$ cat src/rtl/lin_rx_char_deframer_pkg.sv
// Shared LIN receive definitions: well-known characters and deframer FSM states.
package lin_rx_char_deframer_pkg;

  // Characters as seen on data_out: {stop, data[7:0], start}
  localparam logic [9:0] LIN_BREAK_CHAR = 10'h000;
  localparam logic [9:0] LIN_DELIM_CHAR = 10'h200;
  localparam logic [9:0] LIN_SYNC_CHAR  = 10'h2AA;

  typedef enum logic [2:0] {
    ST_IDLE    = 3'd0,
    ST_START   = 3'd1,
    ST_DATA    = 3'd2,
    ST_STOP    = 3'd3,
    ST_BREAK   = 3'd4,
    ST_DELIM   = 3'd5,
    ST_WAIT_HI = 3'd6
  } lin_state_t;

  // Pack a received byte with a good stop bit into the 10-bit character format.
  function automatic logic [9:0] lin_char(input logic [7:0] d);
    return {1'b1, d, 1'b0};
  endfunction

endpackage

$ cat src/rtl/lin_rx_char_deframer_if.sv
// Deframer signal bundle. rx_in/en flow into the deframer; the rest flow out.
// Output semantics: char_valid is a one-cycle strobe meaning data_out changed
// this cycle (there is no back-pressure, the consumer must take it then);
// break_det only ever pulses together with char_valid; framing_err is a
// one-cycle strobe never coincident with char_valid; bus_idle is a level.
interface lin_rx_char_deframer_if;
  import lin_rx_char_deframer_pkg::*;

  logic       rx_in;
  logic       en;
  logic [9:0] data_out;
  logic       char_valid;
  logic       break_det;
  logic       framing_err;
  logic       bus_idle;
  lin_state_t dbg_state;

  modport master (
    output rx_in, en,
    input  data_out, char_valid, break_det, framing_err, bus_idle, dbg_state
  );

  modport slave (
    input  rx_in, en,
    output data_out, char_valid, break_det, framing_err, bus_idle, dbg_state
  );
endinterface

$ cat src/rtl/lin_bit_sampler.sv
// LIN RX front end: synchroniser, falling-edge detect, bit-phase counter and
// 3-point majority sampling around the middle of each bit.
module lin_bit_sampler #(
  parameter int CLKS_PER_BIT = 16
) (
  input  logic clk,
  input  logic reset,
  input  logic i_rx,
  input  logic i_clr,
  output logic o_rx,
  output logic o_fall,
  output logic o_bit_tick,
  output logic o_bit_end,
  output logic o_sample
);
  localparam int CW = $clog2(CLKS_PER_BIT);
  localparam logic [CW-1:0] MID    = CW'(CLKS_PER_BIT / 2 - 1);
  localparam logic [CW-1:0] MID_M1 = CW'(CLKS_PER_BIT / 2 - 2);
  localparam logic [CW-1:0] MID_P1 = CW'(CLKS_PER_BIT / 2);
  localparam logic [CW-1:0] LAST   = CW'(CLKS_PER_BIT - 1);

  logic          r_sync1;
  logic          r_sync2;
  logic          r_rx_d;
  logic [CW-1:0] r_bit_cnt;
  logic          r_smp_a;
  logic          r_smp_b;

  // Two-flop synchroniser plus one delayed copy for edge detection; idle line is recessive
  always_ff @(posedge clk or negedge reset) begin
    if (!reset) begin
      r_sync1 <= 1'b1;
      r_sync2 <= 1'b1;
      r_rx_d  <= 1'b1;
    end else begin
      r_sync1 <= i_rx;
      r_sync2 <= r_sync1;
      r_rx_d  <= r_sync2;
    end
  end

  // Bit-phase counter; the deframer restarts it on a start edge so mid-bit lines up
  always_ff @(posedge clk or negedge reset) begin
    if (!reset) begin
      r_bit_cnt <= '0;
    end else if (i_clr || (r_bit_cnt == LAST)) begin
      r_bit_cnt <= '0;
    end else begin
      r_bit_cnt <= r_bit_cnt + 1'b1;
    end
  end

  // Capture the two early majority samples; the third is the live value at decision time
  always_ff @(posedge clk or negedge reset) begin
    if (!reset) begin
      r_smp_a <= 1'b1;
      r_smp_b <= 1'b1;
    end else begin
      if (r_bit_cnt == MID_M1) r_smp_a <= r_sync2;
      if (r_bit_cnt == MID)    r_smp_b <= r_sync2;
    end
  end

  assign o_rx       = r_sync2;
  assign o_fall     = r_rx_d & ~r_sync2;
  assign o_bit_tick = (r_bit_cnt == MID_P1);
  assign o_bit_end  = (r_bit_cnt == LAST);
  assign o_sample   = (r_smp_a & r_smp_b) | (r_smp_a & r_sync2) | (r_smp_b & r_sync2);

endmodule

$ cat src/rtl/lin_rx_char_deframer.sv
// LIN slave receive deframer: rebuilds {stop, data, start} characters and
// recognises break, break delimiter and bus idle from the oversampled RX line.
module lin_rx_char_deframer
  import lin_rx_char_deframer_pkg::*;
#(
  parameter int CLKS_PER_BIT   = 16,
  parameter int BREAK_MIN_BITS = 13,
  parameter int IDLE_BITS      = 40
) (
  input logic clk,
  input logic reset,
  lin_rx_char_deframer_if.slave dfr_if
);
  localparam int IW = $clog2(IDLE_BITS + 1);
  localparam logic [IW-1:0] IDLE_MAX = IW'(IDLE_BITS);
  localparam logic [7:0]    BRK_MIN  = 8'(BREAK_MIN_BITS);

  logic w_rx;
  logic w_fall;
  logic w_tick;
  logic w_bit_end;
  logic w_sample;
  logic w_clr;

  lin_state_t    r_state;
  logic [2:0]    r_bit_idx;
  logic [7:0]    r_shift;
  logic [7:0]    r_brk_cnt;
  logic [IW-1:0] r_idle_cnt;
  logic [9:0]    r_data_out;
  logic          r_char_valid;
  logic          r_break_det;
  logic          r_framing_err;

  lin_state_t    w_state_nxt;
  logic [2:0]    w_bit_idx_nxt;
  logic [7:0]    w_shift_nxt;
  logic [7:0]    w_brk_cnt_nxt;
  logic [IW-1:0] w_idle_cnt_nxt;
  logic [9:0]    w_data_nxt;
  logic          w_cv_nxt;
  logic          w_bd_nxt;
  logic          w_fe_nxt;

  lin_bit_sampler #(
    .CLKS_PER_BIT(CLKS_PER_BIT)
  ) u_sampler (
    .clk       (clk),
    .reset     (reset),
    .i_rx      (dfr_if.rx_in),
    .i_clr     (w_clr),
    .o_rx      (w_rx),
    .o_fall    (w_fall),
    .o_bit_tick(w_tick),
    .o_bit_end (w_bit_end),
    .o_sample  (w_sample)
  );

  // State and datapath registers
  always_ff @(posedge clk or negedge reset) begin
    if (!reset) begin
      r_state       <= ST_IDLE;
      r_bit_idx     <= '0;
      r_shift       <= '0;
      r_brk_cnt     <= '0;
      r_idle_cnt    <= '0;
      r_data_out    <= LIN_BREAK_CHAR;
      r_char_valid  <= 1'b0;
      r_break_det   <= 1'b0;
      r_framing_err <= 1'b0;
    end else begin
      r_state       <= w_state_nxt;
      r_bit_idx     <= w_bit_idx_nxt;
      r_shift       <= w_shift_nxt;
      r_brk_cnt     <= w_brk_cnt_nxt;
      r_idle_cnt    <= w_idle_cnt_nxt;
      r_data_out    <= w_data_nxt;
      r_char_valid  <= w_cv_nxt;
      r_break_det   <= w_bd_nxt;
      r_framing_err <= w_fe_nxt;
    end
  end

  // Next-state logic: frame walk, break/delimiter recognition and idle counting
  always_comb begin
    w_state_nxt    = r_state;
    w_bit_idx_nxt  = r_bit_idx;
    w_shift_nxt    = r_shift;
    w_brk_cnt_nxt  = r_brk_cnt;
    w_idle_cnt_nxt = r_idle_cnt;
    w_data_nxt     = r_data_out;
    w_cv_nxt       = 1'b0;
    w_bd_nxt       = 1'b0;
    w_fe_nxt       = 1'b0;
    w_clr          = 1'b0;

    if (!dfr_if.en) begin
      w_state_nxt    = ST_IDLE;
      w_idle_cnt_nxt = '0;
      w_clr          = 1'b1;
    end else begin
      if (w_fall) w_idle_cnt_nxt = '0;

      case (r_state)
        ST_IDLE: begin
          if (w_fall) begin
            w_state_nxt = ST_START;
            w_clr       = 1'b1;
          end else if (w_tick && w_sample && (r_idle_cnt != IDLE_MAX)) begin
            w_idle_cnt_nxt = r_idle_cnt + 1'b1;
          end
        end

        ST_START: begin
          if (w_tick) begin
            if (w_sample) begin
              w_state_nxt = ST_IDLE;
            end else begin
              w_state_nxt   = ST_DATA;
              w_bit_idx_nxt = '0;
            end
          end
        end

        ST_DATA: begin
          if (w_tick) begin
            w_shift_nxt = {w_sample, r_shift[7:1]};
            if (r_bit_idx == 3'd7) begin
              w_state_nxt = ST_STOP;
            end else begin
              w_bit_idx_nxt = r_bit_idx + 3'd1;
            end
          end
        end

        ST_STOP: begin
          if (w_tick) begin
            if (w_sample) begin
              w_data_nxt  = lin_char(r_shift);
              w_cv_nxt    = 1'b1;
              w_state_nxt = ST_IDLE;
            end else if (r_shift == 8'h00) begin
              // start + 8 data + stop were all dominant: ten break bits so far
              w_brk_cnt_nxt = 8'd10;
              w_state_nxt   = ST_BREAK;
            end else begin
              w_fe_nxt    = 1'b1;
              w_state_nxt = ST_WAIT_HI;
            end
          end
        end

        ST_BREAK: begin
          if (w_rx) begin
            if (r_brk_cnt >= BRK_MIN) begin
              w_data_nxt  = LIN_BREAK_CHAR;
              w_cv_nxt    = 1'b1;
              w_bd_nxt    = 1'b1;
              w_state_nxt = ST_DELIM;
              w_clr       = 1'b1;
            end else begin
              w_fe_nxt    = 1'b1;
              w_state_nxt = ST_IDLE;
            end
          end else if (w_tick && !w_sample && (r_brk_cnt != 8'hFF)) begin
            w_brk_cnt_nxt = r_brk_cnt + 8'd1;
          end
        end

        ST_DELIM: begin
          if (w_fall) begin
            // delimiter too short; the edge is treated as the next start bit
            w_fe_nxt    = 1'b1;
            w_state_nxt = ST_START;
            w_clr       = 1'b1;
          end else if (w_bit_end) begin
            w_data_nxt  = LIN_DELIM_CHAR;
            w_cv_nxt    = 1'b1;
            w_state_nxt = ST_IDLE;
          end
        end

        ST_WAIT_HI: begin
          if (w_rx) w_state_nxt = ST_IDLE;
        end

        default: w_state_nxt = ST_IDLE;
      endcase
    end
  end

  assign dfr_if.data_out    = r_data_out;
  assign dfr_if.char_valid  = r_char_valid;
  assign dfr_if.break_det   = r_break_det;
  assign dfr_if.framing_err = r_framing_err;
  // Drops in the same cycle as a falling edge or enable removal
  assign dfr_if.bus_idle    = (r_idle_cnt == IDLE_MAX) & dfr_if.en & ~w_fall;
  assign dfr_if.dbg_state   = r_state;

endmodule

$ cat src/flat_wrapper.sv
// flat-port wrapper written by rule: the top's interface ports become plain ports
module lin_rx_char_deframer_flat import lin_rx_char_deframer_pkg::*;
#(
  parameter int CLKS_PER_BIT   = 16,
  parameter int BREAK_MIN_BITS = 13,
  parameter int IDLE_BITS      = 40
)
  (clk, reset, dfr_if_rx_in, dfr_if_en, dfr_if_data_out, dfr_if_char_valid, dfr_if_break_det, dfr_if_framing_err, dfr_if_bus_idle, dfr_if_dbg_state);
  lin_rx_char_deframer_if dfr_if_i ();
  input logic clk;
  input logic reset;
  input wire logic [$bits(dfr_if_i.rx_in)-1:0] dfr_if_rx_in;
  input wire logic [$bits(dfr_if_i.en)-1:0] dfr_if_en;
  output wire logic [$bits(dfr_if_i.data_out)-1:0] dfr_if_data_out;
  output wire logic [$bits(dfr_if_i.char_valid)-1:0] dfr_if_char_valid;
  output wire logic [$bits(dfr_if_i.break_det)-1:0] dfr_if_break_det;
  output wire logic [$bits(dfr_if_i.framing_err)-1:0] dfr_if_framing_err;
  output wire logic [$bits(dfr_if_i.bus_idle)-1:0] dfr_if_bus_idle;
  output wire logic [$bits(dfr_if_i.dbg_state)-1:0] dfr_if_dbg_state;
  assign dfr_if_i.rx_in = dfr_if_rx_in;
  assign dfr_if_i.en = dfr_if_en;
  assign dfr_if_data_out = dfr_if_i.data_out;
  assign dfr_if_char_valid = dfr_if_i.char_valid;
  assign dfr_if_break_det = dfr_if_i.break_det;
  assign dfr_if_framing_err = dfr_if_i.framing_err;
  assign dfr_if_bus_idle = dfr_if_i.bus_idle;
  assign dfr_if_dbg_state = dfr_if_i.dbg_state;
  lin_rx_char_deframer #(.CLKS_PER_BIT(CLKS_PER_BIT), .BREAK_MIN_BITS(BREAK_MIN_BITS), .IDLE_BITS(IDLE_BITS)) u_core (.clk(clk), .reset(reset), .dfr_if(dfr_if_i));
endmodule
$ cat config.mk
export PLATFORM = sky130hd
export DESIGN_NAME = lin_rx_char_deframer_flat
export DESIGN_NICKNAME = d
export VERILOG_FILES = /design/src/rtl/lin_rx_char_deframer_pkg.sv /design/src/rtl/lin_rx_char_deframer_if.sv /design/src/rtl/lin_bit_sampler.sv /design/src/rtl/lin_rx_char_deframer.sv /design/src/flat_wrapper.sv
export SDC_FILE = /design/constraint.sdc
export NUM_CORES = 1
export LEC_CHECK = 0
export CORE_MARGIN = 1
export CORE_UTILIZATION = 49
export CTS_CLUSTER_SIZE = 12
export DETAILED_ROUTE_END_ITERATION = 10
export GPL_ROUTABILITY_DRIVEN = 0
export MAX_ROUTING_LAYER = met4
export PLACE_DENSITY = 0.69
export SLEW_MARGIN = 10
export SYNTH_ARGS = -nofsm -noshare
export SYNTH_HDL_FRONTEND = slang
export SYNTH_HIERARCHICAL = 1
export SYNTH_SLANG_ARGS = --single-unit
$ cat constraint.sdc
create_clock -name clk -period 4.7 [get_ports clk]
set_input_delay 1.41 -clock clk [delete_from_list [all_inputs] [get_ports clk]]
set_output_delay 1.41 -clock clk [all_outputs]
set_load 0.05 [all_outputs]
==> summary.md <==
| Metric | Value |
|---|---|
| Port Buf Inserts | `19` |
| Tmin final | `3898 ps` |
| Syn-to-layout area delta | `13.56%` |
| Skew final | `10.96 ps` |
| Clk sinks | `49` |
| Top-area cell type share of the netlist area | `0.4200` |
| Tcrit/Tclk final | `0.8294` |
| Internal | `669.5 uW` |
| Global-route wire length before repair | `7852 um` |
| Initial Utilization | `0.5100` |
| Worst hold start | `u_core/u_sampler/r_sync1` |
| Largest net degree at the start of global routing | `50` |
| Peak fanout along the critical path | `7` |
| Setup bufs post-CTS | `0` |
| Layout cell share with drive strength beyond 1 | `0.1336` |
| Mapped Area | `2621 um^2` |
| Hpwl dp | `3329 um` |
| # diodes | `0` |
| Die Height | `75.14 um` |
| Vias | `1862` |
| Synth Net Count | `272` |
| Finish-stage setup viols | `0` |
| Worst Setup SP | `dfr_if_en` |
| Crit. End Element | `primary output` |
| Final WS setup | `801.6 ps` |
| Worst skew pair latency | `300 ps` |
| Final Hold Fails | `0` |
| Final hold slack | `359.5 ps` |
| Final Max Slew Viols | `0` |
| Final wirelength | `4698 um` |
| Crit path kind | `primary input to primary output` |
| Static leakage | `1.383 nW` |
| Vias in the first global route | `1708` |
| Final core occ | `0.5791` |
| Maximum capacitance violations | `0` |
| Synth async-reset ratio | `1.000` |
| Overall Power | `940.9 uW` |
| Final net count | `290` |
| Htree depth | `2` |
| PD cells | `316.1 nW/um^2` |
| Die W | `75.14 um` |
| I/O pins | `21` |
| TritonCTS Buffers | `5` |
| RSZ-0062 raised after global routing | `false` |
| Crit start category | `primary input` |
| Final Non-Filler Cells | `347` |
| Post-synthesis average cell area | `10.16 um^2` |
| Placed cells | `339` |
| Avg WL per Cell | `13.54 um` |
| Drt drc | `0` |
| Sw frac | `0.2884` |
| Combinational share of power | `0.155` |
| FF-to-FF Start | `u_core/u_sampler/o_rx` |
| Outcome | `finished clean` |
| YS warnings | `6` |
| Place WS | `807.2 ps` |
| Row count | `26` |
| Synth area leaders | `dfrtp_1 (42%), dfstp_2 (5.0%), ha_1 (4.8%), mux2i_1 (3.4%), mux2_2 (3.4%)` |
| Tot GR Track Use | `0.1884` |
| Post-synth EDFFs | `0` |
| Pre-antenna DRT Iters | `4` |
| Clock power frac | `0.329` |
| Post-CTS sizing | `0` |
| Placed Area | `2856 um^2` |
| Fmax | `0.2565 GHz` |
| Clock Tree Buf Depth | `2` |
| Mapped Cells | `258` |
| Sw power | `271.4 uW` |
| Hold Buf Count CTS | `0` |
| VDD IR max | `0.1708 mV` |
| Yosys reg bits | `49` |
| Vias/cell | `5.366` |
| GRT overflow | `0` |
| Distinct cells, synth | `56` |
| Final ANT Viol Nets | `0` |
| Prevailing post-synth register cell | `dfrtp_1` |
| CTS tree | `yes` |
| Setup_tns | `0 ps` |
| DR iter-0 viols | `137` |
| Area of the core | `5140 um^2` |
| Clock transition at path regs | `80 ps` |
| Initial antenna violation count | `0` |
| Final instance area | `2977 um^2` |
| Area leader, netlist | `dfrtp_1` |
| Worst EP required | `3290 ps` |
| Die area | `5646 um^2` |
| HP Class | `register to register` |
| Worst EP arrival | `2490 ps` |
| Sequential share of power | `0.516` |
| Relative slew slack | `0.3010` |
| Clock root cell | `clkbuf_8` |
| Sequential fraction of the synthesis area | `0.4702` |
| Worst slew pin tran | `1048 ps` |
[layer usage]
layer	GRT usage	vias up	wire, um
met2	0.2813	39	2147
met1	0.2601	885	2332
li1	-	934	-
met3	0.04150	4	180
met4	0.05144	0	38
met5	-	-	0
[placed cells by master (no fill, tap or decap), types with 3 or more instances in the layout]
cell type         n
and3_1            4
o31ai_2           3
clkbuf_8          6
mux2_2            8
dfrtp_1          44
nand2_1          24
nand2b_1          4
clkdlybuf4s50_1  17
nand3_1           9
nor2_1           24
dfstp_2           5
nor3b_1           3
nand3b_1          3
ha_1             10
a21oi_1           8
nor2b_1           3
nor3_1            4
xor2_1            4
mux2i_1           9
o21ai_1           3
a31oi_1           4
o21ai_0           9
inv_1            19
a21o_1            4
nand4_1           4
[kinds of logic (layout without fill, tap and decap cells)]
kind of cell             count (synthesis)  in the layout  synth area share
AND/OR/NAND/NOR                         99             99            0.2038
flip-flops                              49             49            0.4702
AO/OA/AOI/OAI                           44             44            0.1260
buffers and inverters                   29             48           0.04964
multiplexers                            19             19           0.07733
adder cells (fa/ha/maj)                 11             11           0.05155
XOR/XNOR                                 6              6           0.02005
other                                    1              1          0.001431
[final cells by class]
type                    count  area (um^2)
inverters                  20        75.07
clock buffers               6        82.58
multi-input cells         180         1259
fillers                   461         2163
flip-flops and latches     49         1232
clock inverters             2        37.54
well taps                  70        87.58
repair buffers             20        202.7
[state kept, by name, indices dropped and copies added (netlist names), 3 cells and up]
register,count
u_core/dfr_if.data_out,9
u_core/dfr_if.dbg_state,3
u_core/r_bit_idx,3
u_core/r_brk_cnt,8
u_core/r_idle_cnt,6
u_core/r_shift,8
u_core/u_sampler/r_bit_cnt,4
[worst max-delay path: stages]
cell and delay (ps):
clkdlybuf4s50_1 490, nand2b_1 150, and3b_1 290, buf_12 140
[worst paths after layout]
path                                                       to  slack [ps]  depth (start not counted)
worst max register to register            u_core/r_brk_cnt[2]        2310                          6
worst min register to register          u_core/u_sampler/o_rx         360                          0
max in group asynchronous       u_core/u_sampler/r_bit_cnt[3]        2760                          1
worst max-delay path                          dfr_if_bus_idle         800                          4
worst min-delay path                    u_core/u_sampler/o_rx         360                          0
min in group asynchronous           u_core/dfr_if.data_out[3]        1290                          1
[synth_stat cells (2+ instances only)]
cell and count:
nand3_1 9, or2_1 2, mux2_2 8, dfstp_2 5, nor3b_1 3, o31ai_1 2, mux2i_1 9, o21ai_0 9
inv_1 19, xnor2_1 2, nand2_1 24, and2_1 2, nor4_1 2, xor2_1 4, nand2b_1 4, clkbuf_1 4
nand4_1 4, a21o_1 4, buf_6 2, or3_1 2, a21oi_1 8, a31oi_1 4, and3_1 4, nand3b_1 3
o21ai_1 3, nor3_1 4, buf_2 2, o31ai_2 3, o211ai_1 2, mux2_1 2, dfrtp_1 44, nor2_1 24
ha_1 10, nor2b_1 3
[power by group through the flow]
stage	combinational [mW]	clock (mW)	sequential, mW
after global placement	0.144	0	0.494
after global routing	0.161	0.336	0.492
after floorplan	0.0959	0	0.497
after detailed placement	0.145	0	0.494
final	0.146	0.310	0.486
after CTS	0.146	0.320	0.485
No activity file was read; power rests on OpenSTA's default activity.
